<file path="config.mk">
export PLATFORM = sky130hd
export DESIGN_NAME = lfsr_range_sampler
export DESIGN_NICKNAME = d
export VERILOG_FILES = /design/src/rtl/lfsr_range_sampler.sv
export SDC_FILE = /design/constraint.sdc
export NUM_CORES = 1
export LEC_CHECK = 0
export ABC_AREA = 1
export BUFFER_PORTS_ARGS = -buffer_cell sky130_fd_sc_hd__buf_2
export CELL_PAD_IN_SITES_DETAIL_PLACEMENT = 1
export CELL_PAD_IN_SITES_GLOBAL_PLACEMENT = 1
export CORE_ASPECT_RATIO = 1.25
export CORE_UTILIZATION = 41
export CTS_CLUSTER_DIAMETER = 200
export DETAILED_ROUTE_END_ITERATION = 12
export PLACE_DENSITY_LB_ADDON = 0.1
export SYNTH_ARGS = -nofsm -noshare
export SYNTH_HDL_FRONTEND = slang
export SYNTH_SLANG_ARGS = --single-unit
</file>
<file path="constraint.sdc">
create_clock -name clk_i -period 2.5 [get_ports clk_i]
set_clock_uncertainty 0.1 [all_clocks]
set_input_delay 0.125 -clock clk_i [delete_from_list [all_inputs] [get_ports clk_i]]
set_output_delay 0.125 -clock clk_i [all_outputs]
set_load 0.02 [all_outputs]
</file>
<file path="src/rtl/lfsr_range_sampler.sv">
// ============================================================================
// lfsr_range_sampler : bounded uniform sample from an external 8-bit LFSR
// Revision: 1.0
// ============================================================================
`default_nettype none

module lfsr_range_sampler #(
  parameter int MAX_TRIES = 8
) (
  input  logic       clk_i,
  input  logic       rst_ni,
  input  logic       req_i,
  input  logic [7:0] limit_i,
  input  logic [7:0] lfsr_val_i,
  output logic       lfsr_step_o,
  output logic       busy_o,
  output logic       valid_o,
  output logic [7:0] sample_o,
  output logic       err_o,
  output logic       fallback_o
);

  typedef enum logic [1:0] {
    IDLE  = 2'd0,
    STEP  = 2'd1,
    CHECK = 2'd2,
    DONE  = 2'd3
  } state_t;

  localparam logic [3:0] c_last_try = 4'(MAX_TRIES - 1);

  state_t     state_q, state_d;
  logic [7:0] limit_q, limit_d;
  logic [7:0] mask_q, mask_d;
  logic [7:0] sample_q, sample_d;
  logic [3:0] tries_q, tries_d;
  logic       err_q, err_d;
  logic       fallback_q, fallback_d;

  logic [7:0] limit_m1;
  logic [7:0] limit_mask;
  logic [7:0] candidate;

  // Smear the MSB of (limit-1) downwards: smallest all-ones mask covering limit-1.
  always_comb begin
    limit_m1   = limit_i - 8'd1;
    limit_mask = limit_m1 | (limit_m1 >> 1);
    limit_mask = limit_mask | (limit_mask >> 2);
    limit_mask = limit_mask | (limit_mask >> 4);
  end

  // The LFSR is registered, so in CHECK it already shows the post-step value.
  assign candidate = lfsr_val_i & mask_q;

  always_comb begin
    state_d    = state_q;
    limit_d    = limit_q;
    mask_d     = mask_q;
    sample_d   = sample_q;
    tries_d    = tries_q;
    err_d      = err_q;
    fallback_d = fallback_q;

    unique case (state_q)
      IDLE: begin
        if (req_i) begin
          if (limit_i == 8'd0) begin
            sample_d   = 8'd0;
            err_d      = 1'b1;
            fallback_d = 1'b0;
            state_d    = DONE;
          end else begin
            limit_d = limit_i;
            mask_d  = limit_mask;
            tries_d = 4'd0;
            state_d = STEP;
          end
        end
      end
      STEP: begin
        state_d = CHECK;
      end
      CHECK: begin
        if (candidate < limit_q) begin
          sample_d   = candidate;
          err_d      = 1'b0;
          fallback_d = 1'b0;
          state_d    = DONE;
        end else if (tries_q == c_last_try) begin
          // mask < 2*limit, so this difference always lands inside [0, limit-1].
          sample_d   = candidate - limit_q;
          err_d      = 1'b0;
          fallback_d = 1'b1;
          state_d    = DONE;
        end else begin
          tries_d = tries_q + 4'd1;
          state_d = STEP;
        end
      end
      DONE: begin
        state_d = IDLE;
      end
      default: begin
        state_d = IDLE;
      end
    endcase
  end

  always_ff @(posedge clk_i or negedge rst_ni) begin
    if (!rst_ni) begin
      state_q    <= IDLE;
      limit_q    <= 8'd0;
      mask_q     <= 8'd0;
      sample_q   <= 8'd0;
      tries_q    <= 4'd0;
      err_q      <= 1'b0;
      fallback_q <= 1'b0;
    end else begin
      state_q    <= state_d;
      limit_q    <= limit_d;
      mask_q     <= mask_d;
      sample_q   <= sample_d;
      tries_q    <= tries_d;
      err_q      <= err_d;
      fallback_q <= fallback_d;
    end
  end

  assign lfsr_step_o = (state_q == STEP);
  assign busy_o      = (state_q != IDLE);
  assign valid_o     = (state_q == DONE);
  assign sample_o    = sample_q;
  assign err_o       = err_q;
  assign fallback_o  = fallback_q;

endmodule

`default_nettype wire

</file>
# ---- After elaboration in Yosys (flattened, before gate mapping)
# Cells that the tools add are included.
dict set report totals {
  out_inout_bits 13
  elab_cells 58
  ff_bits 32
}
dict set report classes {
  eq_ne 10
  bitwise_logic 5
  add_sub_neg 3
  mux 25
  reduce_logical 7
  n_lt_le_gt_ge 1
}
# operator n
set ops {}
lappend ops {{two-way mux 8 bit} 4}
lappend ops {{two-way mux 4 bit} 4}
lappend ops {{case mux 8 bit (2 select lines)} 1}
lappend ops {{inequality test 2 bit (second input constant)} 5}
lappend ops {{AND 8 bit} 1}
lappend ops {{zero test 8 bit} 1}
lappend ops {{less-than comparator 8 bit} 1}
lappend ops {{two-way mux 1 bit} 8}
lappend ops {{two-way mux 2 bit} 4}
lappend ops {{OR 8 x 4 -> 8 bit} 1}
lappend ops {{OR 8 x 6 -> 8 bit} 1}
lappend ops {{OR 8 x 7 -> 8 bit} 1}
lappend ops {{case mux 2 bit (4 select lines)} 1}
lappend ops {{case mux 4 bit (2 select lines)} 1}
lappend ops {{subtractor 8 x 1 -> 8 bit (second input constant)} 1}
lappend ops {{subtractor 8 bit} 1}
lappend ops {{AND reduction 5 bit} 1}
lappend ops {{adder 4 x 1 -> 4 bit (second input constant)} 1}
lappend ops {{== test 2 bit (second input constant)} 2}
lappend ops {{== test 4 x 3 -> 1 bit (second input constant)} 1}
lappend ops {{case mux 1 bit (2 select lines)} 2}
lappend ops {{AND reduction 4 bit} 1}
lappend ops {{nonzero test 2 bit} 2}
lappend ops {{inequality test 3 bit (second input constant)} 1}
lappend ops {{4 further kinds} 4}

# ---- Longest topological paths before layout
# Gate-level depths: netlist of the first run.
dict set report depth {
  depth_word 5
  ltp_mapped 14
  mapped_depth_nobuf 14
}

# ---- Least setup slack after synthesis of the first run
# Ideal clock, no wire load.
dict set report synth_timing {
  kind {flip-flop to flip-flop}
  from {register mask_q[0]}
  to {register err_q (netlist: err_o)}
  period_less_slack_ns 1.938
  required_ns 2.278
  setup_ns 0.122
  path_stages_with_launch 14
  slack_ns 0.562
  arrival_time_ns 1.716
  cell_sequence {dfrtp_1 -> nand2_1 -> ha_1 -> inv_1 -> fa_1 -> nand2_1 -> nand2_1 -> nand3_2 -> nand2_4 -> nand3_4 -> nand2_4 -> buf_12 -> nand2_2 -> o21ai_2}
}
dict set report synth_between {
  elab_chain_cells 4
}
# item line_no
set synth_rtl {}
lappend synth_rtl {{start, declared} 34} ;# logic [7:0] mask_q, mask_d;
lappend synth_rtl {{start signal, assigned} 121} ;# mask_q <= mask_d;
lappend synth_rtl {{AND 8 bit *} 53} ;# assign candidate = lfsr_val_i & mask_q;
lappend synth_rtl {{less-than comparator 8 bit *} 84} ;# if (candidate < limit_q) begin
lappend synth_rtl {{inequality test 3 bit (no line) or two-way mux 1 bit (tied branches)} -}
lappend synth_rtl {{AND reduction 4 bit (no line) or case mux 1 bit (2 select lines) (tied branches)} -}
lappend synth_rtl {{end signal, assigned} 124} ;# err_q <= err_d;
lappend synth_rtl {{end, declared} 37} ;# logic err_q, err_d;
# Mark *: on every way between the ends. The rest lies on a longest branch, timed or not.
# A chain may end at the register's enable or synchronous reset.

# ---- Final worst setup path of the first run
dict set report layout_timing {
  from {register mask_q[0]}
  to {register sample_q[4] (netlist: sample_o[4])}
}
dict set report layout_between {
  elab_chain_cells 5
}
# item line_no
set layout_rtl {}
lappend layout_rtl {{AND 8 bit *} 53}
lappend layout_rtl {{subtractor 8 bit} 91} ;# sample_d = candidate - limit_q;
lappend layout_rtl {{two-way mux 8 bit} 89} ;# end else if (tries_q == c_last_try) begin
lappend layout_rtl {{two-way mux 8 bit} 84}
lappend layout_rtl {{case mux 8 bit (2 select lines)} 64} ;# unique case (state_q)
lappend layout_rtl {{end signal, assigned} 122} ;# sample_q <= sample_d;
lappend layout_rtl {{end, declared} 35} ;# logic [7:0] sample_q, sample_d;
# Mark *: on every way between the ends. The rest lies on a longest branch, timed or not. The select of a mux whose other input is x is not followed.

==> results.sh, run 1 <==
export IMPL_drc=0
export IMPL_p_per_area_mw_per_mm2=1184
export IMPL_worst_slack_ns=0.2615
export IMPL_numPortBuffers=31
export IMPL_finalWirelength_mm=5.553
export IMPL_cp_max_fo=15
export IMPL_syn_area_mm2=0.002302
export IMPL_fin_util=0.4780
export IMPL_endpoint_kind="register"
export IMPL_p_seq_frac=0.275
export IMPL_clk_latency_ns=0.29
export IMPL_synth_main_ff_cell="dfrtp_1"
export IMPL_arrival_ns=2.36
export IMPL_grt_max_degree=33
export IMPL_num_rows=30
export IMPL_ys_types=29
export IMPL_dieHeight_um=85.78
export IMPL_finalPower_w=0.003060
export IMPL_finalSetupViolCount=0
export IMPL_tns_ns=0
export IMPL_drt_first_iter_violations=93
export IMPL_outcome="complete, no violations"
export IMPL_design_area_mm2=0.002584
export IMPL_rsz0062_at_grt="false"
export IMPL_worst_slew_pin_slew_ns=0.7291
export IMPL_sw_frac_of_total=0.4962
export IMPL_syn_mean_instance_area_um2=7.062
export IMPL_area_growth_pct=12.23
export IMPL_dieArea_mm2=0.005921
export IMPL_cts_reportedPaths_clkPinSlew_ns=0.06
export IMPL_grt_pass1_wl_mm=9.708
export IMPL_crit_family="simple AND/OR/NAND/NOR gates"
export IMPL_critPathSlowestCell="fa_1"
export IMPL_critical_path_cell_chain="nand2_1, ha_1, inv_1, fa_1, nand2_1, nand2_1, nand3_2, nand2_4, nand3_4, nand2_4, inv_1, nand2_1, nand2_1"
export IMPL_cts_resized=0
export IMPL_post_drt_wl_per_cell_um=13.04
export IMPL_worst_endpoint_required_ns=2.62
export IMPL_fmax_mhz=446.7
export IMPL_synthCells=326
export IMPL_final_nets=393
export IMPL_drv_cap=0
export IMPL_worst_hold_path_type="in -> reg"
export IMPL_syn_nets=358
export IMPL_yosysTopAreaCell="dfrtp_1"
export IMPL_synth_top_cells_by_area="dfrtp_1, nand2_1, inv_1"
export IMPL_crit_top_cell="nand2_1"
export IMPL_diodes=0
export IMPL_numCtsBuffers=5
export IMPL_fin_crit_ns=2.239
export IMPL_synthTopCellsByCount="nand2_1, inv_1, dfrtp_1, nand3_1, nor2_1"
export IMPL_pre_cts_ws_ns=0.2711
export IMPL_crit_type="reg -> reg"
export IMPL_hpwl_mm=4.627
export IMPL_ios=32
export IMPL_ir_drop_v=0.0003167
export IMPL_drv_slew=0
export IMPL_gp_congestion=0.7814
export IMPL_drt_vias_per_instance=4.920
export IMPL_h_tree_depth=2
export IMPL_max_stage_delay_ns=0.40
export IMPL_clock_tree_root_cell="clkbuf_8"
export IMPL_layout_drive_gt1_share=0.1906
export IMPL_leakagePower_nw=1.532
export IMPL_synth_top_area_frac=0.3478
export IMPL_p_clk_frac=0.134
export IMPL_clock_sinks=32
export IMPL_async_flop_share=1.000
export IMPL_die_x_um=69.03
export IMPL_ys_seq_area_frac=0.3478
export IMPL_ant_nets=0
export IMPL_cts_tree="built"
export IMPL_via_count=2096
export IMPL_post_cts_setup_buffers=0
export IMPL_critPathBufInv=2
export IMPL_start_util=0.4259
export IMPL_start_kind="register"
export IMPL_synth_warnings=0
export IMPL_internal_power_w=0.001541
export IMPL_drt_pass1_iterations=4
export IMPL_grt_pass1_vias=2096
export IMPL_cts_path_max_buffers=2
export IMPL_antenna_found_initial=0
export IMPL_period_share=0.8954
export IMPL_p_sw_w=0.001518
export IMPL_slew_headroom=0.5140
export IMPL_track_usage=0.2049
export IMPL_synthMostInstantiatedCell="nand2_1"
export IMPL_hold_viol_final=0
export IMPL_n_fill_cell=752
export IMPL_core_mm2=0.005405
export IMPL_power_frac_comb=0.591
export IMPL_synth_edff_count=0
export IMPL_overflow=0
export IMPL_placed_cell_area_mm2=0.002484
export IMPL_synth_seq_cells=32
-- state kept, by name, indices dropped and copies added (netlist names) --
signal,count
err_o,1
fallback_o,1
limit_q,8
mask_q,8
sample_o,8
state_q,2
tries_q,4
-- what timing repair did --
item	4_1_cts	5_1_grt
setup endpoints to repair	0	0
hold buffers	1	0
hold endpoints to repair	32	0
-- per-stage QoR --
stage,hold WS [ns],instances
2_1_floorplan,-0.2706,326
3_3_place_gp,0.1248,417
3_5_place_dp,0.1248,417
4_1_cts,0.02203,426
5_1_grt,0.04384,426
6_report,0.03245,426
-- logic make-up after synthesis --
logic type / synth area share
AOI/OAI and AO/OA: 0.06250
xor gates and xnor gates: 0.01142
adders and majority gates: 0.07391
buffers and inverters: 0.1147
DFF: 0.3478
and+or+nand+nor: 0.3897
-- placed cells by master, fill, tap and decap left out, types with 2 or more instances in the layout --
| cell type | count |
|---|---|
| nand3_1 | 24 |
| o21bai_1 | 2 |
| dfrtp_1 | 32 |
| o21ai_2 | 2 |
| clkbuf_1 | 2 |
| nand2_2 | 12 |
| clkbuf_8 | 6 |
| inv_2 | 4 |
| o21ai_0 | 6 |
| buf_2 | 31 |
| nor2_4 | 5 |
| xnor2_1 | 2 |
| nor2_2 | 2 |
| inv_1 | 52 |
| nand3_2 | 2 |
| o21ai_1 | 11 |
| ha_1 | 12 |
| nand2_4 | 3 |
| nor2_1 | 21 |
| nor3_1 | 2 |
| nand2_1 | 114 |
| nand4_1 | 5 |
| a21oi_1 | 2 |
-- worst register-to-register path, delay by kind of cell, from the launching register on --
family                     cells  cell delay, ns
and+or+nand+nor                9            0.94
adders and majority gates      2            0.54
DFF                            1            0.39
buffers and inverters          2            0.22
-- path summary, 6_finish.rpt --
kind,startpoint,to,slack (ns),depth (start not counted)
worst max register to register,mask_q[0],sample_o[4],0.26,13
worst min register to register,mask_q[4],mask_q[4],0.38,2
worst min-delay path,limit_i[6],limit_q[6],0.03,3
max in group asynchronous,rst_ni,mask_q[3],1.50,2
worst max-delay path,mask_q[0],sample_o[4],0.26,13
min in group asynchronous,rst_ni,sample_o[6],0.33,2
-- power by group through the flow --
stage,sequential [W],clock [W],combinational (W)
after CTS,0.000844,0.000424,0.00184
after detailed placement,0.000850,0,0.00183
after global routing,0.000872,0.000444,0.00208
after floorplan,0.000881,0,0.00144
after global placement,0.000840,0,0.00179
final,0.000842,0.000409,0.00181
-- routing by layer --
| layer | global-route usage | share of wire | vias up | routed length (µm) |
|---|---|---|---|---|
| met5 | 0 | 0 | - | 0 |
| met4 | 0.06308 | 0.014 | 0 | 77 |
| met3 | 0.03408 | 0.027 | 7 | 150 |
| met2 | 0.3857 | 0.55 | 35 | 3070 |
| met1 | 0.2349 | 0.41 | 982 | 2254 |
| li1 | - | - | 1072 | - |
-- cell type report --
cell class,instances,area [µm²],area share
clock buffer,8,90.09,0.03487
timing repair buffer,32,165.2,0.06392
sequential,32,800.8,0.3099
inverter,56,210.2,0.08136
multi-input combinational,234,1237,0.4789
tap,64,80.08,0.03099
No activity file was read; power rests on OpenSTA's default activity.
==> run 2: changes to the inputs <==
==> constraint.sdc (replaced) <==
create_clock -name clk_i -period 2.45 [get_ports clk_i]
set_clock_uncertainty 0.1 [all_clocks]
set_input_delay 0.1225 -clock clk_i [delete_from_list [all_inputs] [get_ports clk_i]]
set_output_delay 0.1225 -clock clk_i [all_outputs]
set_load 0.02 [all_outputs]
==> results.sh, run 2 (synthesized netlist as in run 1, its figures left out) <==
export IMPL_outcome="complete, no violations"
export IMPL_worst_hold_path_type="in -> reg"
export IMPL_fin_crit_ns=2.167
export IMPL_fmax_mhz=461.6
export IMPL_numPortBuffers=31
export IMPL_crit_type="reg -> reg"
export IMPL_drt_first_iter_violations=71
export IMPL_slew_headroom=0.5227
export IMPL_overflow=0
export IMPL_drv_cap=0
export IMPL_die_x_um=69.03
export IMPL_p_per_area_mw_per_mm2=1210
export IMPL_dieHeight_um=85.78
export IMPL_finalWirelength_mm=5.563
export IMPL_r2r_end="sample_o[4]"
export IMPL_via_count=2069
export IMPL_post_drt_wl_per_cell_um=13.06
export IMPL_clock_tree_root_cell="clkbuf_8"
export IMPL_dieArea_mm2=0.005921
export IMPL_track_usage=0.2096
export IMPL_stdcell_count=426
export IMPL_worst_endpoint_required_ns=2.58
export IMPL_start_kind="register"
export IMPL_r2r_cells=13
export IMPL_grt_pass1_vias=2093
export IMPL_clk_latency_ns=0.29
export IMPL_whs_endpoint="limit_q[6]"
export IMPL_hold_viol_final=0
export IMPL_placed_cell_area_mm2=0.002484
export IMPL_post_cts_setup_buffers=0
export IMPL_design_area_mm2=0.002584
export IMPL_timing_rr_start="mask_q[0]"
export IMPL_h_tree_depth=2
export IMPL_tns_ns=0
export IMPL_leakagePower_nw=1.530
export IMPL_clock_sinks=32
export IMPL_ir_drop_v=0.0003239
export IMPL_area_growth_pct=12.23
export IMPL_final_cell_mix="nand2_1, inv_1, dfrtp_1"
export IMPL_rsz0062_at_grt="false"
export IMPL_num_rows=30
export IMPL_grt_max_degree=33
export IMPL_worst_slew_pin_slew_ns=0.7159
export IMPL_period_share=0.8843
export IMPL_grt_pass1_wl_mm=9.818
export IMPL_drv_slew=0
export IMPL_cp_max_fo=15
export IMPL_drc=0
export IMPL_reg2reg_slack_ns=0.28
export IMPL_antenna_found_initial=0
export IMPL_start_util=0.4259
export IMPL_dp_cells=417
export IMPL_cts_reportedPaths_clkPinSlew_ns=0.06
export IMPL_final_common_cell="nand2_1"
export IMPL_core_mm2=0.005405
export IMPL_drt_pass1_iterations=4
export IMPL_arrival_ns=2.29
export IMPL_finalSetupViolCount=0
export IMPL_numCtsBuffers=5
export IMPL_cts_path_max_buffers=2
export IMPL_drt_vias_per_instance=4.857
export IMPL_gp_congestion=0.7814
export IMPL_worstHoldStart="limit_i[6]"
export IMPL_diodes=0
export IMPL_cts_tree="built"
export IMPL_final_nets=393
export IMPL_endpoint_kind="register"
export IMPL_layout_drive_gt1_share=0.1934
export IMPL_ios=32
export IMPL_n_fill_cell=755
export IMPL_ant_nets=0
export IMPL_finalPower_w=0.003126
export IMPL_hpwl_mm=4.623
export IMPL_min_path_cells=3
run 2: timing repair:
action	in CTS	in global routing
gates resized for setup	0	1
setup endpoints to repair	0	1
hold buffers	1	0
endpoints found under the hold margin	32	0
run 2: worst max-delay path by stage:
stage,from,to,slack [ns],depth (start not counted)
after detailed placement,mask_q[0],sample_o[4],0.24,13
after CTS,mask_q[0],sample_o[4],0.22,13
after global placement,mask_q[0],sample_o[4],0.33,13
after global routing,mask_q[0],sample_o[2],0.05,13
final,mask_q[0],sample_o[4],0.28,13
after floorplan,mask_q[0],err_o,0.51,13
run 2: power breakdown:
part,switching [W],internal [W],leakage [nW]
Sequential,0.000126,0.000734,0.407
Clock,0.000191,0.000229,0.0455
Combinational,0.00124,0.000611,1.08
run 2: metal layers:
layer	wire [µm]	vias to the layer above	track usage
met2	3065	25	0.3901
met3	108	6	0.03525
met4	76	0	0.06679
met1	2312	966	0.2430
met5	0	-	0
li1	-	1072	-
run 2: worst max-delay path: stages (launching register included):
cell,delay [ns]
dfrtp_1,0.38
nand2_1,0.09
ha_1,0.14
inv_1,0.06
fa_1,0.39
nand2_1,0.08
nand2_1,0.11
nand3_2,0.13
nand2_4,0.13
nand3_4,0.10
nand2_4,0.13
inv_2,0.12
nand2_1,0.07
nand2_1,0.06
run 2: metrics by stage:
step	setup WS [ns]	utilization	hold slack, ns
after floorplan	0.5118	-	-0.2731
after global placement	0.3277	0.4595	0.1223
after detailed placement	0.2352	0.4595	0.1249
after CTS	0.2156	0.4780	0.01456
after global routing	0.05078	0.4780	0.03583
final	0.2834	0.4780	0.01788
run 2: final cells by class:
cell class | count | area, µm² | share of cell area
clock buffer | 8 | 90.09 | 0.03487
sequential | 32 | 800.8 | 0.3099
tap | 64 | 80.08 | 0.03099
multi-input combinational | 234 | 1237 | 0.4789
inverter | 56 | 210.2 | 0.08136
timing repair buffer | 32 | 165.2 | 0.06392
==> run 3: changes to the inputs <==
--- a/config.mk
+++ b/config.mk
@@ -14,6 +14,7 @@
 export CTS_CLUSTER_DIAMETER = 200
 export DETAILED_ROUTE_END_ITERATION = 12
 export PLACE_DENSITY_LB_ADDON = 0.1
+export RECOVER_POWER = 50
 export SYNTH_ARGS = -nofsm -noshare
 export SYNTH_HDL_FRONTEND = slang
 export SYNTH_SLANG_ARGS = --single-unit
==> results.sh, run 3 (synthesized netlist as in run 1, its figures left out) <==
export IMPL_drt_pass1_iterations=4
export IMPL_fmax_mhz=461.5
export IMPL_worstHoldStart="limit_i[6]"
export IMPL_start_util=0.4259
export IMPL_outcome="finished, violations left"
export IMPL_grt_max_degree=33
export IMPL_clk_latency_ns=0.29
export IMPL_drc=0
export IMPL_arrival_ns=2.29
export IMPL_via_count=2068
export IMPL_crit_type="reg -> reg"
export IMPL_num_rows=30
export IMPL_slew_headroom=-0.1531
export IMPL_worst_slack_ns=0.2834
export IMPL_internal_power_w=0.001561
export IMPL_timing_hold_ws_ns=0.01757
export IMPL_cts_reportedPaths_clkPinSlew_ns=0.06
export IMPL_final_common_cell="nand2_1"
export IMPL_leakagePower_nw=1.487
export IMPL_reg2reg_slack_ns=0.28
export IMPL_ant_nets=0
export IMPL_grt_pass1_vias=2093
export IMPL_area_growth_pct=11.63
export IMPL_ir_drop_v=0.0003235
export IMPL_cp_max_fo=15
export IMPL_p_per_area_mw_per_mm2=1212
export IMPL_hold_viol_final=0
export IMPL_diodes=0
export IMPL_rsz0062_at_grt="false"
export IMPL_die_x_um=69.03
export IMPL_clock_sinks=32
export IMPL_p_clk_frac=0.135
export IMPL_antenna_found_initial=0
export IMPL_design_area_mm2=0.002570
export IMPL_h_tree_depth=2
export IMPL_worst_hold_path_type="in -> reg"
export IMPL_cts_path_max_buffers=2
export IMPL_endpoint_kind="register"
export IMPL_sw_frac_of_total=0.4991
export IMPL_numCtsBuffers=5
export IMPL_core_mm2=0.005405
export IMPL_hpwl_mm=4.623
export IMPL_violations="capacitance limit, slew limit"
export IMPL_placed_cell_area_mm2=0.002484
export IMPL_min_path_cells=3
export IMPL_final_nets=393
export IMPL_layout_drive_gt1_share=0.1630
export IMPL_finalWirelength_mm=5.566
export IMPL_power_frac_comb=0.589
export IMPL_clock_tree_root_cell="clkbuf_8"
export IMPL_ios=32
export IMPL_timing_rr_start="mask_q[0]"
export IMPL_start_kind="register"
export IMPL_r2r_end="sample_o[4]"
export IMPL_fin_crit_ns=2.167
export IMPL_pre_cts_ws_ns=0.2352
export IMPL_finalSetupViolCount=0
export IMPL_post_drt_wl_per_cell_um=13.07
export IMPL_track_usage=0.2096
export IMPL_drt_first_iter_violations=71
export IMPL_drt_vias_per_instance=4.854
export IMPL_r2r_cells=13
export IMPL_worst_slew_pin_slew_ns=1.730
export IMPL_gp_congestion=0.7814
export IMPL_drv_slew=33
export IMPL_whs_endpoint="limit_q[6]"
export IMPL_tns_ns=0
export IMPL_drv_cap=1
export IMPL_numPortBuffers=31
export IMPL_p_sw_w=0.001555
export IMPL_grt_pass1_wl_mm=9.818
export IMPL_overflow=0
export IMPL_p_seq_frac=0.276
export IMPL_final_cell_mix="nand2_1, inv_1, dfrtp_1"
export IMPL_cts_tree="built"
export IMPL_dieHeight_um=85.78
export IMPL_dieArea_mm2=0.005921
export IMPL_crit_start="mask_q[0]"
export IMPL_period_share=0.8843
export IMPL_worst_endpoint_required_ns=2.58
## run 3: cell types whose count changed in the layout (fill, tap and decap cells not counted), sizes merged
cell | previous run | this run
buf | 31 | 20
clkbuf | 8 | 19
## run 3: metal layers
metal	global-route usage	part of all wire	up-vias
li1	-	-	1072
met1	0.2430	0.41	965
met2	0.3901	0.55	25
met3	0.03525	0.021	6
met4	0.06679	0.014	0
met5	0	0	-
## run 3: cell type report
class / instances / area (µm²)
well taps: 64 / 80.08
inverters: 56 / 210.2
clock buffers: 8 / 90.09
fillers: 756 / 2835
flip-flops and latches: 32 / 800.8
multi-input cells: 234 / 1237
repair buffers: 32 / 151.4
## run 3: timing repair
| item | CTS | global route |
|---|---|---|
| gates resized for setup | 0 | 1 |
| endpoints found under the setup margin | 0 | 1 |
| hold buffers | 1 | 0 |
| hold endpoints to repair | 32 | 0 |
| setup buffers | 0 | 0 |
## run 3: how the worst max path moves through the flow
stage	to	slack, ns
3_3_place_gp	sample_o[4]	0.33
6_report	sample_o[4]	0.28
2_1_floorplan	err_o	0.51
5_1_grt	sample_o[2]	0.05
3_5_place_dp	sample_o[4]	0.24
4_1_cts	sample_o[4]	0.22
## run 3: worst max-delay path, stage by stage (launching register included)
cell,delay [ns]
dfrtp_1,0.38
nand2_1,0.09
ha_1,0.14
inv_1,0.06
fa_1,0.39
nand2_1,0.08
nand2_1,0.11
nand3_2,0.13
nand2_4,0.13
nand3_4,0.10
nand2_4,0.13
inv_2,0.12
nand2_1,0.07
nand2_1,0.06
## run 3: stage by stage
stage            util  power, W  instances
2_1_floorplan       -  0.002365        326
5_1_grt        0.4755  0.003467        426
3_3_place_gp   0.4595  0.002681        417
4_1_cts        0.4780  0.003174        426
3_5_place_dp   0.4595  0.002735        417
6_report       0.4755  0.003116        426
## run 3: power by group through the flow
stage          combinational [W]  sequential, W  clock, W
2_1_floorplan            0.00147       0.000899         0
3_3_place_gp             0.00182       0.000857         0
3_5_place_dp             0.00187       0.000866         0
4_1_cts                  0.00188       0.000860  0.000433
5_1_grt                  0.00212       0.000890  0.000458
6_report                 0.00183       0.000861  0.000420
